**src/rtl/k16_io_expander_if.sv**
```systemverilog
// k16_io_expander_if
//   Nibble-serial K16 I/O bus between the CPU-side multiplexer (master)
//   and the board-side expander (slave).
//   select     : slot index 0..7, advanced by the CPU side every clk
//   outputBits : outbound nibble, carries nibble (select-1) mod 8
//   inputBits  : inbound nibble, must hold nibble select
interface k16_io_expander_if;
    logic [2:0] select;
    logic [3:0] outputBits;
    logic [3:0] inputBits;

    modport master (output select, output outputBits, input inputBits);
    modport slave  (input select, input outputBits, output inputBits);
endinterface

```
**src/rtl/k16_io_expander.sv**
```systemverilog
// k16_io_expander
//   Board-side responder for the K16 nibble-serial I/O bus. Collects the
//   eight outbound nibbles of a frame into a shadow register and commits
//   them atomically to two 16-bit output words; serves two 16-bit input
//   words back as nibbles from a snapshot taken once per frame.
//
// Ports:
//   clk, reset         : clock shared with the CPU side; sync active-high reset
//   bus (slave)        : select / outputBits in, inputBits out
//   extOutput0/1       : committed output words (nibbles 0..3 / 4..7)
//   extInput0/1        : external input words (asynchronous to clk)
//   frameStrobe        : one-cycle pulse while freshly committed outputs show
//   locked             : high after a clean committed frame, cleared on error
//   errorCount         : saturating count of select sequence errors
//
// Build option:
//   K16IO_INPUT_SYNC_EN : when defined, extInput0/1 pass through a 2-flop
//                         synchronizer before the snapshot.
module k16_io_expander #(
    parameter logic [15:0] RESET_OUT0 = 16'h0000,
    parameter logic [15:0] RESET_OUT1 = 16'h0000
) (
    input  logic                    clk,
    input  logic                    reset,
    k16_io_expander_if.slave        bus,
    output logic [15:0]             extOutput0,
    output logic [15:0]             extOutput1,
    input  logic [15:0]             extInput0,
    input  logic [15:0]             extInput1,
    output logic                    frameStrobe,
    output logic                    locked,
    output logic [7:0]              errorCount
);
    logic [2:0]  last_sel;
    logic        clean;
    logic [31:0] shadow;
    logic [31:0] snapshot;
    logic [31:0] in_word;
    logic [2:0]  exp_sel;
    logic [2:0]  cap_idx;
    logic        mismatch;
    logic        commit;

    assign exp_sel  = last_sel + 3'd1;
    assign mismatch = (bus.select != exp_sel);
    // outputBits lags select by one slot
    assign cap_idx  = bus.select - 3'd1;
    // Commit needs an unbroken 1..7 run followed by this in-order 0
    assign commit   = (bus.select == 3'd0) && !mismatch && clean;

    // CPU samples this at the edge where select==k, so it is purely
    // combinational from select and the registered snapshot.
    assign bus.inputBits = snapshot[{bus.select, 2'b00} +: 4];

`ifdef K16IO_INPUT_SYNC_EN
    logic [31:0] sync_q1;
    logic [31:0] sync_q2;

    always_ff @(posedge clk) begin
        if (reset) begin
            sync_q1 <= '0;
            sync_q2 <= '0;
        end else begin
            sync_q1 <= {extInput1, extInput0};
            sync_q2 <= sync_q1;
        end
    end

    assign in_word = sync_q2;
`else
    assign in_word = {extInput1, extInput0};
`endif

    always_ff @(posedge clk) begin
        if (reset) begin
            extOutput0  <= RESET_OUT0;
            extOutput1  <= RESET_OUT1;
            snapshot    <= '0;
            frameStrobe <= 1'b0;
            locked      <= 1'b0;
            errorCount  <= 8'd0;
            last_sel    <= 3'd7;
            clean       <= 1'b0;
            shadow      <= '0;
        end else begin
            last_sel    <= bus.select;
            shadow[{cap_idx, 2'b00} +: 4] <= bus.outputBits;
            frameStrobe <= commit;

            // Reload at the last slot so the next 0..7 frame reads one sample
            if (bus.select == 3'd7)
                snapshot <= in_word;

            if (mismatch) begin
                clean  <= 1'b0;
                locked <= 1'b0;
                if (errorCount != 8'hFF)
                    errorCount <= errorCount + 8'd1;
            end else if (bus.select == 3'd1) begin
                clean <= 1'b1;
            end

            if (commit) begin
                extOutput0 <= shadow[15:0];
                // Nibble 7 arrives on the commit edge itself
                extOutput1 <= {bus.outputBits, shadow[27:16]};
                locked     <= 1'b1;
            end
        end
    end
endmodule

```
**src/flat_wrapper.sv**
```systemverilog
// flat-port wrapper written by rule: the top's interface ports become plain ports
module k16_io_expander_flat 
#(
    parameter logic [15:0] RESET_OUT0 = 16'h0000,
    parameter logic [15:0] RESET_OUT1 = 16'h0000
)
  (clk, reset, extOutput0, extOutput1, extInput0, extInput1, frameStrobe, locked, errorCount, bus_select, bus_outputBits, bus_inputBits);
  k16_io_expander_if bus_i ();
  input  logic clk;
  input  logic reset;
  output logic [15:0] extOutput0;
  output logic [15:0] extOutput1;
  input  logic [15:0] extInput0;
  input  logic [15:0] extInput1;
  output logic frameStrobe;
  output logic locked;
  output logic [7:0] errorCount;
  input wire logic [$bits(bus_i.select)-1:0] bus_select;
  input wire logic [$bits(bus_i.outputBits)-1:0] bus_outputBits;
  output wire logic [$bits(bus_i.inputBits)-1:0] bus_inputBits;
  assign bus_i.select = bus_select;
  assign bus_i.outputBits = bus_outputBits;
  assign bus_inputBits = bus_i.inputBits;
  k16_io_expander #(.RESET_OUT0(RESET_OUT0), .RESET_OUT1(RESET_OUT1)) u_core (.clk(clk), .reset(reset), .bus(bus_i), .extOutput0(extOutput0), .extOutput1(extOutput1), .extInput0(extInput0), .extInput1(extInput1), .frameStrobe(frameStrobe), .locked(locked), .errorCount(errorCount));
endmodule
```
**config.mk**
```make
export PLATFORM = sky130hd
export DESIGN_NAME = k16_io_expander_flat
export DESIGN_NICKNAME = d
export VERILOG_FILES = /design/src/rtl/k16_io_expander_if.sv /design/src/rtl/k16_io_expander.sv /design/src/flat_wrapper.sv
export SDC_FILE = /design/constraint.sdc
export NUM_CORES = 1
export LEC_CHECK = 0
export CORE_ASPECT_RATIO = 1.2
export CORE_MARGIN = 4
export CORE_UTILIZATION = 30
export DETAILED_ROUTE_END_ITERATION = 12
export GPL_TIMING_DRIVEN = 0
export PLACE_DENSITY = 0.5
export SLEW_MARGIN = 10
export SYNTH_ARGS = -nofsm -noshare
export SYNTH_HDL_FRONTEND = slang
export SYNTH_SLANG_ARGS = --single-unit
```
**constraint.sdc**
```tcl
create_clock -name clk -period 3.8 [get_ports clk]
set_clock_uncertainty 0.05 [all_clocks]
set_input_delay 0.95 -clock clk [delete_from_list [all_inputs] [get_ports clk]]
set_output_delay 0.95 -clock clk [all_outputs]
set_load 0.02 [all_outputs]
```
* Yosys cells after proc, flatten, opt, wreduce, memory -nomap -nowiden
Index checks and enable logic that the tools add are counted.
** Word-level totals
- Register bits :: 110
- Input port bits :: 41
- Word-level logic and storage cells :: 30
- Output and inout port bits :: 46
** Operators by class
- Shifts and indexed selects :: 3
- Reduce and logical (&&, ||, !) cells :: 7
- Equality and inequality tests :: 4
- Add/sub/neg operators :: 4
- Mux-type cells :: 3
** Operator list (count)
- 32-bit bitwise mux :: 1
- 4-bit by 7-bit variable shift with 32-bit output, first input constant :: 1
- 32-bit by 6-bit indexed part select with 4-bit output :: 1
- 4-bit by 7-bit indexed part select with 32-bit output :: 1
- 8-bit by 1-bit adder with 8-bit output, second input constant :: 1
- 8-bit != test, second input constant :: 1
- 5-bit negation with 7-bit output :: 1
- 3-bit by 1-bit adder with 3-bit output, second input constant :: 1
- 3-bit by 1-bit equality test with 1-bit output, second input constant :: 1
- 3-bit equality test, second input constant :: 1
- 3-bit logical NOT :: 1
- 3-bit != test :: 1
- 3-bit by 1-bit subtractor with 3-bit output, second input constant :: 1
- 1-bit logical AND :: 2
- 1-bit 2-to-1 mux :: 2
- 2-bit AND reduction :: 1
- 2-bit nonzero test :: 1
- 2-bit OR reduction :: 1
- 1-bit logical NOT :: 1

* Logic depth before layout (Yosys ltp)
- Depth in word-level cells :: 6
- Depth in mapped cells :: 11

* Worst setup path after synthesis
No wires, ideal clock.
- Kind :: input to register
- Start :: input port bus_select[0]
- End :: register u_core.shadow[16]
- Path slack :: 0.403 ns
- Stages :: 11
- Arrival :: 3.219 ns
- Required time :: 3.622 ns
- Buffers on the path :: 2
- Setup time :: 0.128 ns
- Cells stage by stage :: buf_2 -> buf_2 -> inv_1 -> ha_1 -> xor2_4 -> inv_1 -> ha_1 -> inv_1 -> nor4b_4 -> mux2i_1 -> nor2_1
** Between the ends
- Word-level cells in the longest chain between the ends :: 4
- Elaborated cells between the ends (all ways) :: 5
** RTL lines
- from (decl) :: RTL line flat_wrapper.sv:18 : input wire logic [$bits(bus_i.select)-1:0] bus_select;
- 3-bit by 1-bit subtractor with 3-bit output (*) :: RTL line k16_io_expander.sv:47 : assign cap_idx = bus.select - 3'd1;
- 5-bit negation with 7-bit output (*) :: RTL line k16_io_expander.sv:87 : shadow[{cap_idx, 2'b00} +: 4] <= bus.outputBits;
- 4-bit by 7-bit indexed part select with 32-bit output / 4-bit by 7-bit variable shift with 32-bit output (equally long branches) :: RTL line k16_io_expander.sv:87
- 32-bit bitwise mux (*) :: RTL line k16_io_expander.sv:87
- to (signal, indexed assignment) :: RTL line k16_io_expander.sv:87
- to (decl) :: RTL line k16_io_expander.sv:36 : logic [31:0] shadow;
Every way passes the cells marked *; elsewhere a longest branch is shown, timed or not.
A chain may end at the register's enable or synchronous reset.

* Worst setup path after layout
- Start :: input port bus_select[1]
- End :: output port bus_inputBits[1]
** Between the ends
- Word-level cells in the longest chain between the ends :: 1
** RTL lines
- 32-bit by 6-bit indexed part select with 4-bit output :: RTL line k16_io_expander.sv:53 : assign bus.inputBits = snapshot[{bus.select, 2'b00} +: 4];
- to (decl) :: RTL line flat_wrapper.sv:20 : output wire logic [$bits(bus_i.inputBits)-1:0] bus_inputBits;
Every way passes these cells.

==> metrics.csv <==
metric,value,unit
arrival,2660,ps
clockBufferDepth,2,
placed_cells,724,
syn_inst,464,
drv_slew,0,
place_congestion,0.749,
diodes,0,
sequentialPowerShare,50.4,%
vias,3484,
nNetsFinal,614,
tightest_slew,579,ps
start_util,30.5,%
path_max_fanout,10,
via_per_inst,4.68,
drt-total-wl,10800,µm
status,"complete, no violations",
clkPwrFrac,39.2,%
period_minus_slack,3660,ps
fmax,273,MHz
core,14400,µm²
synth_largest_area_cell,dfxtp_1,
io_pins,87,
crit_path_max_incr_delay,600,ps
fillers,1476,
wire_per_inst,14.5,µm
ys.flop_type,dfxtp_1,
port_buffers,85,
drive_gt1_share,7.38,%
p_sw,0.000530,W
area_delta_synth_final,32.0,%
finalNonFillerCells,744,
reg2reg_slack,1880,ps
row_count,48,
grt_pass1_wl,18000,µm
tritoncts,yes,
insertion_delay,340,ps
finalSetupTns,0,ps
intPower,0.00175,W
crit_chain,clkdlybuf4s50_1 > clkbuf_4 > mux4_2 > nand2_1 > nand2_1 > dlygate4sd2_1,
antenna_found_initial,1,
yosys_warnings,0,
layout_commonest_cell,dfxtp_1,
setup_violations,0,
synthTopCellsByArea,"dfxtp_1 (49%), mux2i_1 (13%), nand2_1 (7.1%)",
worstPathRequired,2800,ps
grt_pass1_vias,3542,
drt_iter0_drc,93,
final_cell_area,5780,µm²
syn_nets,514,
hold_viol,0,
yosysUniqueCellTypes,35,
netlist.area_leader.share,48.5,%
comb_power_share,10.4,%
crit_buf_inv,3,
dpl.hpwl,8340,µm
die_w,118,µm
multi_input_area,2110,µm²
clk_pin_slew,70,ps
synth_edf_count,0,
rsz0062_at_grt,false,
cts-root-buf,clkbuf_16,
syn_area,4370,µm²
final_cell_mix,"dfxtp_1 (106), nand2_1 (83), clkdlybuf4s50_1 (80), nor2_1 (61), mux2i_1 (57)",
hp-class,flip-flop to flip-flop,
seqCellArea,2120,µm²
die_area,16600,µm²
yosysSeqAreaShare,48.5,%
cts_buffers,9,
crit_slowest_cell,clkdlybuf4s50_1,
startpoint_type,input pin,
dieHeight,140,µm
relSlewSlack,61.2,%
htreeDepth,3,
synth_seq_cells,106,
maxCapViolCount,0,
placed_area,5440,µm²
path_delay_family,buffers and inverters,
swShare,23.3,%
ant_nets,0,
post-route-drc-count,0,
clock_sink_count,106,
synth_area_per_cell,9.43,µm²
overflow,0,
p_leak,2.43,nW
path_class,input pin to primary output,
crit_top_cell,nand2_1,
first_pass_iters,4,
track_usage,13.4,%
p_per_area,394,nW/µm²
endpoint_kind,primary output,
holdWs,402,ps
async_flop_share,0,%
min_period_over_period,96.4,%
grt_max_degree,16,
ir_worst_vdd,0.200,mV
final timing paths:
check / startpoint / cells after the start / endpoint
max: bus_select[1] / 6 / bus_inputBits[1]
min: u_core.snapshot[12] / 2 / u_core.snapshot[12]
max reg2reg: u_core.last_sel[0] / 6 / u_core.extOutput1[7]
min reg2reg: u_core.snapshot[12] / 2 / u_core.snapshot[12]
synth_stat cells (3+ instances only):
library cell,count
a21oi_1,42
and2_1,10
and3_1,3
buf_4,4
clkbuf_1,20
dfxtp_1,106
ha_1,9
inv_1,6
mux2i_1,57
mux4_2,8
nand2_1,83
nand4_1,8
nor2_1,61
nor3_1,4
o211ai_1,5
o21ai_0,8
or2_2,3
or3_1,5
per-stage QoR:
step	setup WS [ps]	util, %	total power, W
final	138	40.2	0.00228
after global routing	61.2	40.2	0.00238
after CTS	24.3	40.0	0.00230
after detailed placement	-687	37.9	0.00141
after global placement	-613	37.9	0.00140
after floorplan	403	-	0.00131
state kept, by name, summed over array words and instances, names as in the netlist:
| register | flops |
|---|---|
| u_core.locked | 1 |
| u_core.extOutput0 | 16 |
| u_core.errorCount | 8 |
| u_core.frameStrobe | 1 |
| u_core.extOutput1 | 16 |
| u_core.snapshot | 32 |
| u_core.clean | 1 |
| u_core.last_sel | 3 |
| u_core.shadow | 28 |
area by class of cell:
class | instances | area share [%]
clock buffer | 15 | 4.81
sequential | 106 | 36.7
buffer | 27 | 2.53
clock inverter | 1 | 0.130
timing repair buffer | 89 | 15.1
inverter | 6 | 0.390
multi-input combinational | 325 | 36.5
tap | 175 | 3.79
layer usage:
| metal | track usage [%] | wire (µm) | part of all wire [%] |
|---|---|---|---|
| met5 | 0 | 13 | 0.12 |
| met4 | 3.70 | 116 | 1.1 |
| met3 | 3.51 | 480 | 4.4 |
| met2 | 23.3 | 5260 | 49 |
| met1 | 16.5 | 4920 | 46 |
power by group through the flow:
| stage | Clock (W) | Combinational [W] | Sequential [W] |
|---|---|---|---|
| floorplan | 0 | 0.000133 | 0.00117 |
| global placement | 0 | 0.000232 | 0.00117 |
| detailed placement | 0 | 0.000234 | 0.00117 |
| CTS | 0.000917 | 0.000236 | 0.00115 |
| global route | 0.000970 | 0.000263 | 0.00115 |
| finish | 0.000891 | 0.000237 | 0.00115 |
timing repair:
action / in CTS / in global routing
gates resized for setup: 11 / 3
pin swaps: 1 / 1
buffers inserted: 1 / 3
hold buffers: 0 / 0
endpoints found under the setup margin: 20 / 16
logic make-up (layout without fill, tap and decap cells):
| family | count (synthesis) | count (layout) | synth area share, % |
|---|---|---|---|
| and+or+nand+nor | 188 | 188 | 19.4 |
| AOI/OAI and AO/OA | 58 | 58 | 7.12 |
| xor gates and xnor gates | 4 | 4 | 1.54 |
| DFF | 106 | 106 | 48.5 |
| buffers and inverters | 33 | 138 | 3.40 |
| adders and majority gates | 9 | 9 | 2.57 |
| muxes | 66 | 66 | 17.4 |
worst register-to-register path: stages (launching register included):
cell and delay, ps:
dfxtp_1 350, ha_1 160, xnor3_1 420, nand4_1 250, buf_4 280, mux2i_1 230
nor2_1 50
No activity file was read; power rests on OpenSTA's default activity.
